**config.mk**
```make
export PLATFORM = sky130hd
export DESIGN_NAME = rgb_pwm_ctrl_flat
export DESIGN_NICKNAME = d
export VERILOG_FILES = /design/src/rtl/rgb_pwm_pkg.sv /design/src/rtl/rgb_pwm_ctrl_if.sv /design/src/rtl/rgb_pwm_chan.sv /design/src/rtl/rgb_pwm_ctrl.sv /design/src/flat_wrapper.sv
export SDC_FILE = /design/constraint.sdc
export NUM_CORES = 1
export LEC_CHECK = 0
export ABC_AREA = 1
export BUFFER_PORTS_ARGS = -buffer_cell sky130_fd_sc_hd__buf_2
export CAP_MARGIN = 40
export CORE_MARGIN = 10
export CORE_UTILIZATION = 68
export CTS_BUF_LIST = sky130_fd_sc_hd__clkbuf_8
export DETAILED_ROUTE_END_ITERATION = 10
export PLACE_DENSITY = 0.87
export SYNTH_ARGS = -nofsm -noshare
export SYNTH_HDL_FRONTEND = slang
export SYNTH_SLANG_ARGS = --single-unit
```
**constraint.sdc**
```tcl
create_clock -name clk -period 7.8 [get_ports clk]
set_clock_uncertainty 0.1 [all_clocks]
set_input_delay 1.17 -clock clk [delete_from_list [all_inputs] [get_ports clk]]
set_output_delay 1.17 -clock clk [all_outputs]
set_load 0.01 [all_outputs]
```
**src/rtl/rgb_pwm_pkg.sv**
```systemverilog
// Shared types and constants for the RGB LED PWM controller.
// Contents:
//   mode_e    per-channel operating mode
//   state_e   driver enable sequencer state
//   Sel*      cfg_sel register selectors
//   BlinkW    width of the per-channel blink period counter
package rgb_pwm_pkg;

    typedef enum logic [1:0] {
        ModeOff     = 2'd0,
        ModeStatic  = 2'd1,
        ModeBreathe = 2'd2,
        ModeBlink   = 2'd3
    } mode_e;

    typedef enum logic [1:0] {
        StIdle   = 2'd0,
        StSettle = 2'd1,
        StRun    = 2'd2
    } state_e;

    localparam logic [1:0] SelDuty = 2'd0;
    localparam logic [1:0] SelMode = 2'd1;
    localparam logic [1:0] SelCur  = 2'd2;
    localparam logic [1:0] SelRsvd = 2'd3;

    // Blink spends 2**BlinkW periods lit, then 2**BlinkW periods dark.
    localparam int unsigned BlinkW = 7;

endpackage

```
**src/rtl/rgb_pwm_ctrl_if.sv**
```systemverilog
// Configuration write bus for rgb_pwm_ctrl.
// Signals:
//   cfg_we     one-cycle write strobe
//   cfg_ch     target channel (out-of-range channels are ignored)
//   cfg_sel    register select (duty / mode / current / reserved)
//   cfg_wdata  LSB-aligned write data
// Modports: master drives the bus, slave (the controller) samples it.
interface rgb_pwm_ctrl_if #(
    parameter int unsigned PWM_W = 8
);
    logic             cfg_we;
    logic [2:0]       cfg_ch;
    logic [1:0]       cfg_sel;
    logic [PWM_W-1:0] cfg_wdata;

    modport master (output cfg_we, output cfg_ch, output cfg_sel, output cfg_wdata);
    modport slave  (input cfg_we, input cfg_ch, input cfg_sel, input cfg_wdata);
endinterface

```
**src/rtl/rgb_pwm_chan.sv**
```systemverilog
// One LED channel: live config registers, period shadows, breathe/blink
// animation state and the registered PWM comparator.
// Ports:
//   clk, rst_n  clock, async active-low reset
//   we          write strobe already decoded for this channel
//   sel, wdata  register select and data from the config bus
//   load        period wrap: shadows load, animation advances
//   start       entry into RUN: shadows load, animation restarts
//   gate        PWM allowed this cycle (sequencer in RUN and still enabled)
//   pc          shared period counter
//   mode_on     live mode is not OFF
//   pwm         registered gate output
//   cur         live current-trim code
module rgb_pwm_chan
    import rgb_pwm_pkg::*;
#(
    parameter int unsigned PWM_W = 8,
    parameter int unsigned CUR_W = 6
) (
    input  logic             clk,
    input  logic             rst_n,
    input  logic             we,
    input  logic [1:0]       sel,
    input  logic [PWM_W-1:0] wdata,
    input  logic             load,
    input  logic             start,
    input  logic             gate,
    input  logic [PWM_W-1:0] pc,
    output logic             mode_on,
    output logic             pwm,
    output logic [CUR_W-1:0] cur
);
    logic [PWM_W-1:0]  duty_q, duty_d, sh_duty_q, lvl;
    mode_e             mode_q, mode_d, sh_mode_q;
    logic [CUR_W-1:0]  cur_q, cur_d;
    logic              pend_q, anim_rst;
    logic [PWM_W-1:0]  br_q, br_d;
    logic              br_down_q, br_down_d;
    logic [BlinkW-1:0] bl_cnt_q;
    logic              bl_dark_q, pwm_q;

    always_comb begin
        duty_d = duty_q;
        mode_d = mode_q;
        cur_d  = cur_q;
        if (we) begin
            case (sel)
                SelDuty: duty_d = wdata;
                SelMode: mode_d = mode_e'(wdata[1:0]);
                SelCur:  cur_d  = CUR_W'(wdata);
                default: ;
            endcase
        end
    end

    // A mode change, even one coincident with the load, restarts the animation.
    assign anim_rst = start | pend_q | (mode_d != mode_q);

    // Triangle ramp against the duty being loaded; flips direction at 0 and D.
    always_comb begin
        br_d      = br_q;
        br_down_d = br_down_q;
        if (!br_down_q) begin
            if (br_q >= duty_d) begin
                br_down_d = 1'b1;
                br_d      = (br_q == '0) ? '0 : br_q - 1'b1;
            end else begin
                br_d = br_q + 1'b1;
            end
        end else if (br_q == '0) begin
            br_down_d = 1'b0;
            br_d      = (duty_d != '0) ? PWM_W'(1) : '0;
        end else begin
            br_d = br_q - 1'b1;
        end
    end

    always_comb begin
        lvl = '0;
        case (sh_mode_q)
            ModeStatic:  lvl = sh_duty_q;
            ModeBreathe: lvl = (br_q > sh_duty_q) ? sh_duty_q : br_q;
            ModeBlink:   lvl = bl_dark_q ? '0 : sh_duty_q;
            default:     lvl = '0;
        endcase
    end

    always_ff @(posedge clk or negedge rst_n) begin
        if (!rst_n) begin
            duty_q    <= '0;
            mode_q    <= ModeOff;
            cur_q     <= '0;
            sh_duty_q <= '0;
            sh_mode_q <= ModeOff;
            pend_q    <= 1'b0;
            br_q      <= '0;
            br_down_q <= 1'b0;
            bl_cnt_q  <= '0;
            bl_dark_q <= 1'b0;
            pwm_q     <= 1'b0;
        end else begin
            duty_q <= duty_d;
            mode_q <= mode_d;
            cur_q  <= cur_d;
            pwm_q  <= gate & ((pc < lvl) | (lvl == '1));
            if (load | start) begin
                sh_duty_q <= duty_d;
                sh_mode_q <= mode_d;
                pend_q    <= 1'b0;
                if (anim_rst) begin
                    br_q      <= '0;
                    br_down_q <= 1'b0;
                    bl_cnt_q  <= '0;
                    bl_dark_q <= 1'b0;
                end else begin
                    br_q      <= br_d;
                    br_down_q <= br_down_d;
                    bl_cnt_q  <= bl_cnt_q + 1'b1;
                    if (bl_cnt_q == '1) bl_dark_q <= ~bl_dark_q;
                end
            end else if (mode_d != mode_q) begin
                pend_q <= 1'b1;
            end
        end
    end

    assign mode_on = (mode_q != ModeOff);
    assign pwm     = pwm_q;
    assign cur     = cur_q;
endmodule

```
**src/rtl/rgb_pwm_ctrl.sv**
```systemverilog
// N-channel LED PWM controller top: driver-enable sequencer, prescaler,
// period counter and config decode; per-channel logic lives in rgb_pwm_chan.
// Ports:
//   clk, rst_n   clock, async active-low reset
//   glb_en       global LED enable (level)
//   prescale     period counter ticks every prescale+1 clocks
//   cfg          config write bus (slave)
//   pwm_out      per-channel PWM gate
//   cur_code     per-channel current trim, channel i at [i*CUR_W +: CUR_W]
//   rgbled_en    analog driver enable (SETTLE and RUN)
//   period_end   one-cycle pulse on the tick where the period counter wraps
module rgb_pwm_ctrl
    import rgb_pwm_pkg::*;
#(
    parameter int unsigned NCH        = 3,
    parameter int unsigned PWM_W      = 8,
    parameter int unsigned CUR_W      = 6,
    parameter int unsigned PRE_W      = 16,
    parameter int unsigned SETTLE_CYC = 1024
) (
    input  logic                 clk,
    input  logic                 rst_n,
    input  logic                 glb_en,
    input  logic [PRE_W-1:0]     prescale,
    rgb_pwm_ctrl_if.slave        cfg,
    output logic [NCH-1:0]       pwm_out,
    output logic [NCH*CUR_W-1:0] cur_code,
    output logic                 rgbled_en,
    output logic                 period_end
);
    localparam int unsigned SetW = $clog2(SETTLE_CYC + 1);

    state_e           state_q;
    logic [SetW-1:0]  settle_q;
    logic [PRE_W-1:0] presc_q;
    logic [PWM_W-1:0] pc_q;
    logic [NCH-1:0]   mode_on;
    logic             run_ok, active, tick, wrap, start;

    assign run_ok = glb_en & (|mode_on);
    // Gating on run_ok drops PWM on the same edge the sequencer leaves RUN.
    assign active = (state_q == StRun) & run_ok;
    // >= keeps the prescaler from running away if prescale shrinks mid-count.
    assign tick   = active & (presc_q >= prescale);
    assign wrap   = tick & (pc_q == '1);
    assign start  = (state_q == StSettle) & run_ok & (settle_q == SetW'(SETTLE_CYC - 1));

    always_ff @(posedge clk or negedge rst_n) begin
        if (!rst_n) begin
            state_q  <= StIdle;
            settle_q <= '0;
        end else begin
            unique case (state_q)
                StIdle: begin
                    settle_q <= '0;
                    if (run_ok) state_q <= StSettle;
                end
                StSettle: begin
                    if (!run_ok)    state_q  <= StIdle;
                    else if (start) state_q  <= StRun;
                    else            settle_q <= settle_q + 1'b1;
                end
                StRun: if (!run_ok) state_q <= StIdle;
                default: state_q <= StIdle;
            endcase
        end
    end

    always_ff @(posedge clk or negedge rst_n) begin
        if (!rst_n) begin
            presc_q <= '0;
            pc_q    <= '0;
        end else if (!active) begin
            presc_q <= '0;
            pc_q    <= '0;
        end else if (tick) begin
            presc_q <= '0;
            pc_q    <= pc_q + 1'b1;
        end else begin
            presc_q <= presc_q + 1'b1;
        end
    end

    for (genvar i = 0; i < NCH; i++) begin : g_chan
        rgb_pwm_chan #(
            .PWM_W (PWM_W),
            .CUR_W (CUR_W)
        ) u_chan (
            .clk     (clk),
            .rst_n   (rst_n),
            .we      (cfg.cfg_we && (cfg.cfg_ch == 3'(i))),
            .sel     (cfg.cfg_sel),
            .wdata   (cfg.cfg_wdata),
            .load    (wrap),
            .start   (start),
            .gate    (active),
            .pc      (pc_q),
            .mode_on (mode_on[i]),
            .pwm     (pwm_out[i]),
            .cur     (cur_code[i*CUR_W +: CUR_W])
        );
    end

    assign rgbled_en  = (state_q != StIdle);
    assign period_end = wrap;
endmodule
```
**src/flat_wrapper.sv**
```systemverilog
// flat-port wrapper written by rule: the top's interface ports become plain ports
module rgb_pwm_ctrl_flat import rgb_pwm_pkg::*;
#(
    parameter int unsigned NCH        = 3,
    parameter int unsigned PWM_W      = 8,
    parameter int unsigned CUR_W      = 6,
    parameter int unsigned PRE_W      = 16,
    parameter int unsigned SETTLE_CYC = 1024
)
  (clk, rst_n, glb_en, prescale, pwm_out, cur_code, rgbled_en, period_end, cfg_cfg_we, cfg_cfg_ch, cfg_cfg_sel, cfg_cfg_wdata);
  rgb_pwm_ctrl_if #(.PWM_W(PWM_W)) cfg_i ();
  input  logic clk;
  input  logic rst_n;
  input  logic glb_en;
  input  logic [PRE_W-1:0] prescale;
  output logic [NCH-1:0] pwm_out;
  output logic [NCH*CUR_W-1:0] cur_code;
  output logic rgbled_en;
  output logic period_end;
  input wire logic [$bits(cfg_i.cfg_we)-1:0] cfg_cfg_we;
  input wire logic [$bits(cfg_i.cfg_ch)-1:0] cfg_cfg_ch;
  input wire logic [$bits(cfg_i.cfg_sel)-1:0] cfg_cfg_sel;
  input wire logic [$bits(cfg_i.cfg_wdata)-1:0] cfg_cfg_wdata;
  assign cfg_i.cfg_we = cfg_cfg_we;
  assign cfg_i.cfg_ch = cfg_cfg_ch;
  assign cfg_i.cfg_sel = cfg_cfg_sel;
  assign cfg_i.cfg_wdata = cfg_cfg_wdata;
  rgb_pwm_ctrl #(.NCH(NCH), .PWM_W(PWM_W), .CUR_W(CUR_W), .PRE_W(PRE_W), .SETTLE_CYC(SETTLE_CYC)) u_core (.clk(clk), .rst_n(rst_n), .glb_en(glb_en), .prescale(prescale), .cfg(cfg_i), .pwm_out(pwm_out), .cur_code(cur_code), .rgbled_en(rgbled_en), .period_end(period_end));
endmodule
```
==> impl_metrics.py <==
metrics = {
    "run_status": {
        "status": "finished, final reports clean",
    },
    "worst_setup_path": {
        "cpMostUsedCell": "nand2_1",
        "crit_chain": "buf_2, inv_1, ha_1, nand2_1, o21ai_1, nand2_1, o211ai_1, nand2_1, nand3_2, nand2_1, inv_2, nand4_4, inv_1, buf_2",
        "cp_slowest_stage_delay_ps": 280,
        "cp_top_family": "simple AND/OR/NAND/NOR gates",
        "cp.arrival_ps": 2970,
        "required_ps": 6530,
        "slowest_stage": "ha_1",
        "cp-startpoint": "prescale[3]",
        "cp_max_fo": 7,
        "cp-end-kind": "output port",
        "crit_type": "in -> out",
        "startpoint_type": "primary input",
        "r2r-start": "u_core.presc_q[7]",
        "path_buf_inv": 5,
    },
    "route": {
        "initialDrtViolationCount": 929,
        "viasPerCell": 5.863,
        "drc": 0,
        "drt-total-wl_mm": 27.47,
        "met3_length_mm": 2.277,
        "m1WireLength_mm": 11.39,
        "vias": 10296,
        "topRoutingLayerUsed": "met4",
        "met2WireLength_mm": 12.91,
        "post_drt_wl_per_cell_um": 15.64,
        "final_antenna_net_count": 0,
        "firstDrtPassIters": 8,
    },
    "layout": {
        "syn2layout_area_growth_pct": 7.368,
        "drive_above_1_share": 0.08182,
        "multiInputGateArea_um2": 5772,
        "register_area_um2": 4304,
        "antenna_cells": 0,
        "final_nets": 1660,
        "finalNonFillerCells": 1756,
        "nFillCells": 1225,
    },
    "power": {
        "p_sw_uw": 547.7,
        "p_int_mw": 1.288,
        "leakage_nw": 6.326,
        "swShare": 0.2984,
        "peakVddDrop_mv": 0.1352,
        "power.density_nw_per_um2": 152.8,
        "pwr-share-comb": 0.150,
        "pwr-share-seq": 0.533,
        "pwr-share-clk": 0.317,
    },
    "synthesis": {
        "synth_flop_cell": "dfrtp_1",
        "yosysUniqueCellTypes": 45,
        "postSynthCellCount": 1481,
        "avgSynthCellArea_um2": 7.556,
        "async_flop_share": 1.000,
        "synth_nets": 1614,
        "ys_ff_latch": 172,
        "synth-edff-count": 0,
        "yosys_warnings": 0,
        "synth-seq-area-share": 0.3846,
        "netlist_area_um2": 11190,
    },
    "die": {
        "row_count": 46,
        "core-area_um2": 16000,
        "die-area_um2": 21990,
        "dieHeight_um": 148.3,
        "start_util": 0.6994,
        "ios": 56,
        "die_w_um": 148.3,
    },
    "clocking": {
        "root_buffer": "clkbuf_8",
        "postCtsSetupBuffers": 0,
        "cts_resized": 0,
        "cts_buffer_depth": 2,
        "path_clk_slew_ps": 90,
        "holdBufCountCts": 0,
        "clock_latency_ps": 470,
        "cts_made_buffers": 17,
        "cts_tree": "yes",
        "cts.sinks": 172,
        "h-tree-depth": 4,
    },
    "grt": {
        "grt_usage": 0.2520,
        "grt_max_degree": 74,
        "antenna_found_initial": 0,
        "grt_overflow": 0,
        "grt_first_pass_wirelength_mm": 46.31,
        "grt_pass1_vias": 9865,
    },
    "sta": {
        "fin_crit_sh": 0.5437,
        "fmax_mhz": 235.8,
        "fin_tns_setup_ps": 0,
        "rsz0062_at_grt": "no",
        "finalSetupViolCount": 0,
        "hold_violations": 0,
        "report.final.slew_viol_count": 0,
        "slew_headroom": 0.4726,
        "period_needed_ps": 4241,
        "worst_slew_pin_slew_ps": 791.1,
    },
    "placed_design": {
        "dp.cells": 1724,
        "gp_congestion": 0.9973,
        "dp_hpwl_mm": 20.40,
        "numPortBuffers": 55,
    },
    "flow_run": {
        "drv_cap": 0,
    },
    "worst_hold_path": {
        "min_from": "u_core.g_chan[0].u_chan.bl_dark_q",
        "min_path_type": "reg -> reg",
    },
}
## synth_stat cells (all sizes together) (13+ instances only)
cell / instances / area, um2
nor2: 126 / 536.8
ha: 100 / 1251
buf: 16 / 98.84
a21oi: 70 / 350.3
xor2: 32 / 280.3
nand3: 67 / 352.8
o22ai: 36 / 237.7
nor3: 24 / 140.1
clkbuf: 15 / 56.30
dfrtp: 172 / 4304
nand2: 329 / 1247
o21ai: 158 / 790.8
nand4: 24 / 165.2
inv: 254 / 955.9
o211ai: 13 / 97.59
## final timing paths
check	cells after the start	slack (ps)	to
worst max-delay path	14	3560	period_end
worst min-delay path	2	380	u_core.g_chan[0].u_chan.bl_dark_q
worst max register to register	14	4290	u_core.g_chan[0].u_chan.sh_mode_q[0]
worst min register to register	2	380	u_core.g_chan[0].u_chan.bl_dark_q
max in group asynchronous	3	5580	u_core.g_chan[2].u_chan.duty_q[0]
min in group asynchronous	1	530	u_core.presc_q[6]
## sequential cells by signal (all words and copies together), names as in the netlist, 8 cells and up
register / flops
u_core.g_chan.u_chan.duty_q: 24
u_core.presc_q: 16
u_core.g_chan.u_chan.br_q: 24
u_core.g_chan.u_chan.cur: 18
u_core.pc_q: 8
u_core.g_chan.u_chan.sh_duty_q: 24
u_core.g_chan.u_chan.bl_cnt_q: 21
u_core.settle_q: 11
## power groups by stage
| stage | Combinational [mW] | Clock (mW) | Sequential [mW] |
|---|---|---|---|
| final | 0.275 | 0.582 | 0.979 |
| after global routing | 0.314 | 0.627 | 0.983 |
| after CTS | 0.272 | 0.588 | 0.977 |
| after detailed placement | 0.269 | 0 | 0.993 |
| after global placement | 0.252 | 0 | 0.993 |
| after floorplan | 0.163 | 0 | 0.997 |
## per-stage QoR
| step | instance area (um2) | worst slack [ps] | hold slack (ps) | power, mW | util |
|---|---|---|---|---|---|
| 3_3_place_gp | 11590 | 3425 | 354.0 | 1.246 | 0.7247 |
| 5_1_grt | 12020 | 3340 | 408.8 | 1.924 | 0.7509 |
| 6_report | 12020 | 3559 | 377.8 | 1.835 | 0.7509 |
| 2_1_floorplan | 11190 | 4014 | 341.9 | 1.160 | - |
| 3_5_place_dp | 11650 | 3293 | 358.2 | 1.262 | 0.7281 |
| 4_1_cts | 12020 | 3558 | 381.1 | 1.837 | 0.7509 |
## area by class of cell
type,instances,area share
multi-input cells,1023,0.4804
repair buffers,58,0.02864
clock inverters,12,0.007498
flip-flops and latches,172,0.3582
well taps,216,0.02249
clock buffers,20,0.02291
inverters,255,0.07987
## worst register-to-register path, cell delays in order, from the launching register on
cell,delay (ps)
dfrtp_1,440
ha_1,310
nand2_1,80
nor2_1,140
nand2_1,90
o211ai_1,100
nand2_1,90
nand3_2,150
nand2_1,100
inv_2,100
nand4_4,240
nand2_4,660
inv_2,490
nand2_1,160
o21ai_0,110
## placed cells by master, fill, tap and decap left out, types with 2 or more instances in the layout
cell        instances
o21ai_1            12
nor3_2              4
nand4_1            23
o221ai_1            5
a211oi_1            4
nand2_2             2
o22ai_2             2
inv_2               8
a21o_1              3
o22ai_1            34
ha_1              100
nor3_1             20
buf_2              54
a21oi_1            70
a31oi_1             4
clkinv_4            5
o21a_1              2
clkinv_2            3
nor4_1              8
xnor2_1             4
dfrtp_1           172
nor2_4              5
nor2_2              4
clkinvlp_4          3
o211ai_1           13
or2_2               5
clkbuf_8           20
nand2_1           326
nand3b_1            5
nand3_1            65
xor2_1             32
buf_16              2
inv_1             245
nor2_1            116
o21ai_0           146
## cell families after synthesis
kind of cell / after synthesis / share of synthesized area
compound gates: 297 / 0.1456
xor+xnor: 36 / 0.02818
fa+ha+maj: 100 / 0.1118
buf+inv: 286 / 0.09962
flops: 172 / 0.3846
simple gates: 590 / 0.2302
## layer usage
| metal | global-route usage | vias to the layer above |
|---|---|---|
| met5 | 0 | - |
| met4 | 0.1051 | 0 |
| met3 | 0.04763 | 83 |
| met2 | 0.4208 | 482 |
| met1 | 0.3137 | 4795 |
| li1 | - | 4936 |
Note: power is estimated with default switching activity, not from simulation.
